[config.mk]
export PLATFORM = sky130hd
export DESIGN_NAME = serial_deframer
export DESIGN_NICKNAME = d
export VERILOG_FILES = /design/src/rtl/serial_deframer.sv
export SDC_FILE = /design/constraint.sdc
export NUM_CORES = 1
export LEC_CHECK = 0
export ABC_AREA = 1
export BUFFER_PORTS_ARGS = -buffer_cell sky130_fd_sc_hd__clkbuf_2
export CAP_MARGIN = 10
export CORE_MARGIN = 8
export CORE_UTILIZATION = 30
export DETAILED_ROUTE_END_ITERATION = 10
export SLEW_MARGIN = 20
export SYNTH_ARGS = -nofsm -noshare
export SYNTH_HDL_FRONTEND = slang
export SYNTH_SLANG_ARGS = --single-unit
[constraint.sdc]
create_clock -name clk -period 1.55 [get_ports clk]
set_input_delay 0.155 -clock clk [delete_from_list [all_inputs] [get_ports clk]]
set_output_delay 0.155 -clock clk [all_outputs]
set_load 0.005 [all_outputs]
[src/rtl/serial_deframer.sv]
// Serial frame receiver: start, DATA_W data bits LSB first, even parity, stop.
// Delivers the word with single-cycle valid/error pulses as the stop bit is sampled.
module serial_deframer #(
  parameter int DATA_W = 8
) (
  input  logic              clk,
  input  logic              rst_n,
  input  logic              sin,
  input  logic              en,
  output logic [DATA_W-1:0] dout,
  output logic              dout_valid,
  output logic              parity_err,
  output logic              frame_err,
  output logic              busy
);

  localparam int CW = $clog2(DATA_W + 1);

  typedef enum logic [1:0] {
    IDLE,
    DATA,
    PARITY,
    STOP
  } state_t;

  state_t            state, state_n;
  logic [CW-1:0]     cnt, cnt_n;
  logic [DATA_W-1:0] sreg, sreg_n;
  logic              par, par_n;
  logic [DATA_W-1:0] dout_n;
  logic              dv_n, pe_n, fe_n, busy_n;

  always_ff @(posedge clk or negedge rst_n) begin
    if (!rst_n) begin
      state      <= IDLE;
      cnt        <= '0;
      sreg       <= '0;
      par        <= 1'b0;
      dout       <= '0;
      dout_valid <= 1'b0;
      parity_err <= 1'b0;
      frame_err  <= 1'b0;
      busy       <= 1'b0;
    end else begin
      state      <= state_n;
      cnt        <= cnt_n;
      sreg       <= sreg_n;
      par        <= par_n;
      dout       <= dout_n;
      dout_valid <= dv_n;
      parity_err <= pe_n;
      frame_err  <= fe_n;
      busy       <= busy_n;
    end
  end

  always_comb begin
    state_n = state;
    cnt_n   = cnt;
    sreg_n  = sreg;
    par_n   = par;
    dout_n  = dout;
    dv_n    = 1'b0;
    pe_n    = 1'b0;
    fe_n    = 1'b0;
    unique case (state)
      IDLE: begin
        if (en && !sin) begin
          state_n = DATA;
          cnt_n   = '0;
        end
      end
      DATA: begin
        if (en) begin
          for (int i = 0; i < DATA_W; i++) begin
            if (cnt == CW'(i)) sreg_n[i] = sin;
          end
          cnt_n = cnt + CW'(1);
          if (cnt == CW'(DATA_W - 1)) state_n = PARITY;
        end
      end
      PARITY: begin
        if (en) begin
          par_n   = sin;
          state_n = STOP;
        end
      end
      STOP: begin
        if (en) begin
          state_n = IDLE;
          if (sin) begin
            dout_n = sreg;
            dv_n   = 1'b1;
            pe_n   = (^sreg) ^ par;
          end else begin
            fe_n   = 1'b1;
          end
        end
      end
      default: state_n = IDLE;
    endcase
    busy_n = (state_n != IDLE);
  end

endmodule

* Word level (Yosys, flattened, before mapping) *
Index checks and enable logic that the tools add are counted.

cells by class
  add/sub/neg operators = 1
  equal/unequal tests = 12
  muxes and demuxes = 18
  reduce and logical (&&, ||, !) cells = 18
  bitwise gates (word level) = 1

operators with widths
  kind                                                                   count
  3-bit AND reduction                                                    10
  4-bit by 3-bit equality test with 1-bit output, second input constant  4
  2-bit two-way mux                                                      5
  1-bit two-way mux                                                      9
  4-bit by 2-bit equality test with 1-bit output, second input constant  2
  4-bit two-way mux                                                      2
  2-bit case mux with 4 select lines                                     1
  4-bit case mux with 2 select lines                                     1
  8-bit parity                                                           1
  4-bit by 1-bit adder with 4-bit output, second input constant          1
  2-bit equality test, second input constant                             2
  4-bit by 1-bit equality test with 1-bit output, second input constant  1
  4-bit logical NOT                                                      1
  2-bit != test, second input constant                                   2
  2-bit nonzero test                                                     2
  2-bit by 1-bit equality test with 1-bit output, second input constant  1
  2-bit logical NOT                                                      1
  2-bit AND reduction                                                    1
  1-bit logical AND                                                      1
  1-bit logical NOT                                                      1
  1-bit XOR                                                              1

storage, ports and cells
  register bits after elaboration = 27
  input port bits = 4

* Depth between registers and ports, before layout *
  depth in word-level cells = 5
  mapped depth = 8
  mapped depth without buffers = 8

* Worst setup path before layout *
Ideal clock, no wire load.

  path type = reg-to-reg
  start point = register state[0]
  end point = register dout[6]
  cell stages (with the launch flop) = 4
  period minus slack after synthesis = 1.218 ns
  library setup time = 0.125 ns
  arrival = 1.093 ns
  path buffers = 0
  path slack = 0.332 ns
  required time = 1.425 ns
  cells stage by stage = dfrtp_1 > inv_2 > nor3_4 > mux2_2

on the way
  cells in the longest elaborated chain, start to end = 2

ends and longest elaborated chain
  item                           line  RTL
  start: declaration             26    state_t state, state_n;
  start signal: assignment       45    state <= state_n;
  2-bit equality test            66    unique case (state)
  3-bit AND reduction (no line)  -
  end signal: assignment         49    dout <= dout_n;
  end: declaration               10    output logic [DATA_W-1:0] dout,

No other way between the ends.
A chain may end at the register's enable or synchronous reset.

* Worst setup path after layout *
  start point = register cnt[1]
  end point = register busy

on the way
  cells in the longest elaborated chain, start to end = 5

ends and longest elaborated chain
  item                                            line  RTL
  start: declaration                              27    logic [CW-1:0] cnt, cnt_n;
  start signal: assignment                        46    cnt <= cnt_n;
  4-bit by 3-bit equality test with 1-bit output  79    if (cnt == CW'(DATA_W - 1)) state_n = PARITY;
  2-bit two-way mux                               79
  2-bit two-way mux                               74    if (en) begin
  2-bit case mux with 4 select lines              66
  via state_n[0]                                  26
  2-bit nonzero test                              102   busy_n = (state_n != IDLE);
  via busy_n                                      31    logic dv_n, pe_n, fe_n, busy_n;
  end signal: assignment                          53    busy <= busy_n;
  end: declaration                                14    output logic busy

The timed path passes the listed nets, and every way through them passes these cells.

==> impl_results.md <==
* Total congestion overflow at 0
* Synth area leaders: dfrtp_1, nand2_1, nand3_1
* Final HPWL DP at 1800 um
* Final setup vio count at 0
* Synthesized cell area at 0.00130 sq mm
* Async SR Flop Fraction at 100%
* Worst-path clk slew at 0.09 ns
* Io pins at 16
* Post-Syn Area per Cell at 8.60 sq um
* DRC viols at 0
* Fin. max-slew vios at 0
* Top cell type's share of synthesized area at 52.0%
* H-tree depth at 1
* Row cnt at 24
* DIE WIDTH at around 82 um
* Seq cells post-synth at 27
* Number of fill cells in the layout at approximately 460
* First-pass GRT wire length at approximately 4400 um
* Yosys synthesis warning count at 0
* Global-route usage over all layers at under 10%
* Met3 wirelength from detailed routing at 165 um
* Data required, critical path at 1.71 ns
* Slew HR at 56.4%
* Sink Count at 27
* Tightest Hold Check Type: in -> reg
* Max-cap violations at 0
* Crit Path Class: reg -> reg
* Met2 wire length at 1050 um
* P&R area growth vs syn at 14.7%
* Postcts setup bufs at 0
* Met1 WL at 1130 um
* Top sig layer: met4
* DP Area at 0.00144 sq mm
* Synth cell count leaders: nand2_1, dfrtp_1, inv_1, nand3_1, nor2_1
* RSZ-0062 raised after global routing: no
* Post-synth EDFFs at 0
* DR iter-0 viols at 28
* Peak supply drop at ~0.00055 V
* Fmax at about 760 MHz
* P per Cell Area at around 1800 mW/mm^2
* Drt pass-1 iters at 4
* Crit-path max FO at 4
* FF+latch area at 676 sq um
* Initial antenna violation count at 0
* Cell with the most instances after synthesis: nand2_1
* Area of the multi-input gates at ~540 sq um
* Via count at 996
* Bufs on Longest Clock Path at 2
* Initial Util at a little under a third
* Post-layout nets at 180
* Worst-Margin Slew at 0.654 ns
* Main synth FF type: dfrtp_1
* Vias per cell at 4.47
* CTS Buf Count at 3
* Clock period minus worst slack at 1.31 ns
* Arrival @ worst endpoint at 1.48 ns
* Setup crit end kind: flop
* Die Footprint at 0.00669 sq mm
* DR WL/cell at 10.6 um
* Routed Antenna Nets at 0
* Layout cells sized above 1 at approximately 17%
* Core area at 0.00426 sq mm
* Fin. Hold Viols at 0
* Die Span Y at 81.8 um
* Skew-Pair Late Insertion Delay at 0.27 ns
* Post-synth cell types at 21
* Synth Instances at 151
* CTS tree: done
* Largest net degree at the start of global routing at 28
* Critical Path Start Type: flop
* Area leader, netlist: dfrtp_1
* Vias in the first global route at 999
* Setup TNS Final at 0 ns
* Syn_nets at 159
* Pleak at between 0.7 and 0.8 nW
* Worst Skew at between 0.003 and 0.004 ns
* Number of port buffers at 15
* Status: complete, no violations
* Routability congestion estimate at 0.778
* Post-route cell area at 0.00149 sq mm
* ANT cells at 0
* Sequential fraction of the synthesis area at 52.0%
* DRT Wirelength at between 2000 and 2500 um
* Final critical-path share of the clock period at 84.8%
* CTS root buffer: clkbuf_8
==> routing by layer <==
layer / vias up / global-route usage, %
met5: - / 0
met4: 0 / 2.11
met3: 5 / 3.06
met2: 16 / 14.0
met1: 449 / 9.71
li1: 526 / -
==> where the power goes <==
part	switching, mW	total [mW]	internal (mW)	leakage, nW
registers	0.228	1.21	0.987	0.340
logic	0.641	1.10	0.459	0.384
clock network	0.216	0.401	0.184	0.0228
total	1.09	2.72	1.63	0.747
==> layout by cell type, fill, tap and decap left out <==
cell,netlist,final
mux2_2,2,2
inv_2,2,2
clkbuf_2,0,15
nor3_1,4,4
nor3_4,1,1
buf_4,1,2
o31ai_1,1,1
xnor2_1,2,2
xor2_1,1,1
nand2_1,37,37
clkbuf_1,0,1
nor2_1,13,13
o21ai_1,7,7
or2_1,1,1
inv_1,16,16
dlygate4sd3_1,0,1
clkbuf_8,0,3
dfrtp_1,27,27
o21ai_0,5,5
ha_1,4,4
a21oi_2,2,2
nand3_1,15,15
nand2_2,2,2
a21oi_1,7,7
==> stage by stage <==
stage / util [%] / hold slack, ns / setup WS [ns] / cells / power (mW)
after global placement: 33.7 / 0.226 / 0.220 / 218 / 2.32
after detailed placement: 33.7 / 0.222 / 0.250 / 218 / 2.35
after CTS: 34.9 / 0.0439 / 0.227 / 223 / 2.77
after floorplan: - / -0.141 / 0.332 / 151 / 2.02
final: 34.9 / 0.0520 / 0.235 / 223 / 2.72
after global routing: 34.9 / 0.0598 / 0.0721 / 223 / 3.03
==> kinds of logic (layout without fill, tap and decap cells) <==
logic type	after synthesis	after routing	share of synthesized area, %
buf+inv	20	40	6.65
compound gates	22	22	9.25
flops	27	27	52.0
xor+xnor	3	3	2.02
fa+ha+maj	4	4	3.85
mux	2	2	1.73
simple gates	73	73	24.5
==> state kept, by name (all words and copies together), names as in the netlist <==
name        count
dout_valid      1
state           2
sreg            8
busy            1
par             1
parity_err      1
dout            8
cnt             4
frame_err       1
==> area by class of cell <==
| class | count | share of cell area [%] |
|---|---|---|
| Multi-Input combinational cell | 104 | 36.0 |
| Inverter | 18 | 4.53 |
| Tap cell | 52 | 4.37 |
| Clock buffer | 4 | 3.02 |
| Timing Repair Buffer | 18 | 6.72 |
| Sequential cell | 27 | 45.3 |
==> worst paths after layout <==
check,start,slack (ns),to,cells past startpoint
max in group asynchronous,rst_n,0.69,dout[6],2
worst min-delay path,sin,0.05,frame_err,2
worst min register to register,dout[6],0.52,dout[6],1
worst max register to register,cnt[1],0.24,busy,5
min in group asynchronous,rst_n,0.44,dout[0],2
worst max-delay path,cnt[1],0.24,busy,5
==> timing repair <==
item / in CTS / in global routing
endpoints found under the hold margin: 27 / 0
resized for setup: 0 / 0
hold buffers: 1 / 0
==> worst max-delay path, stage by stage, from the launching register on <==
cell and delay (ns):
dfrtp_1 0.39, ha_1 0.23, inv_1 0.05, nor2_1 0.18, o21ai_0 0.14, or2_1 0.22
No activity file was read; power rests on OpenSTA's default activity.
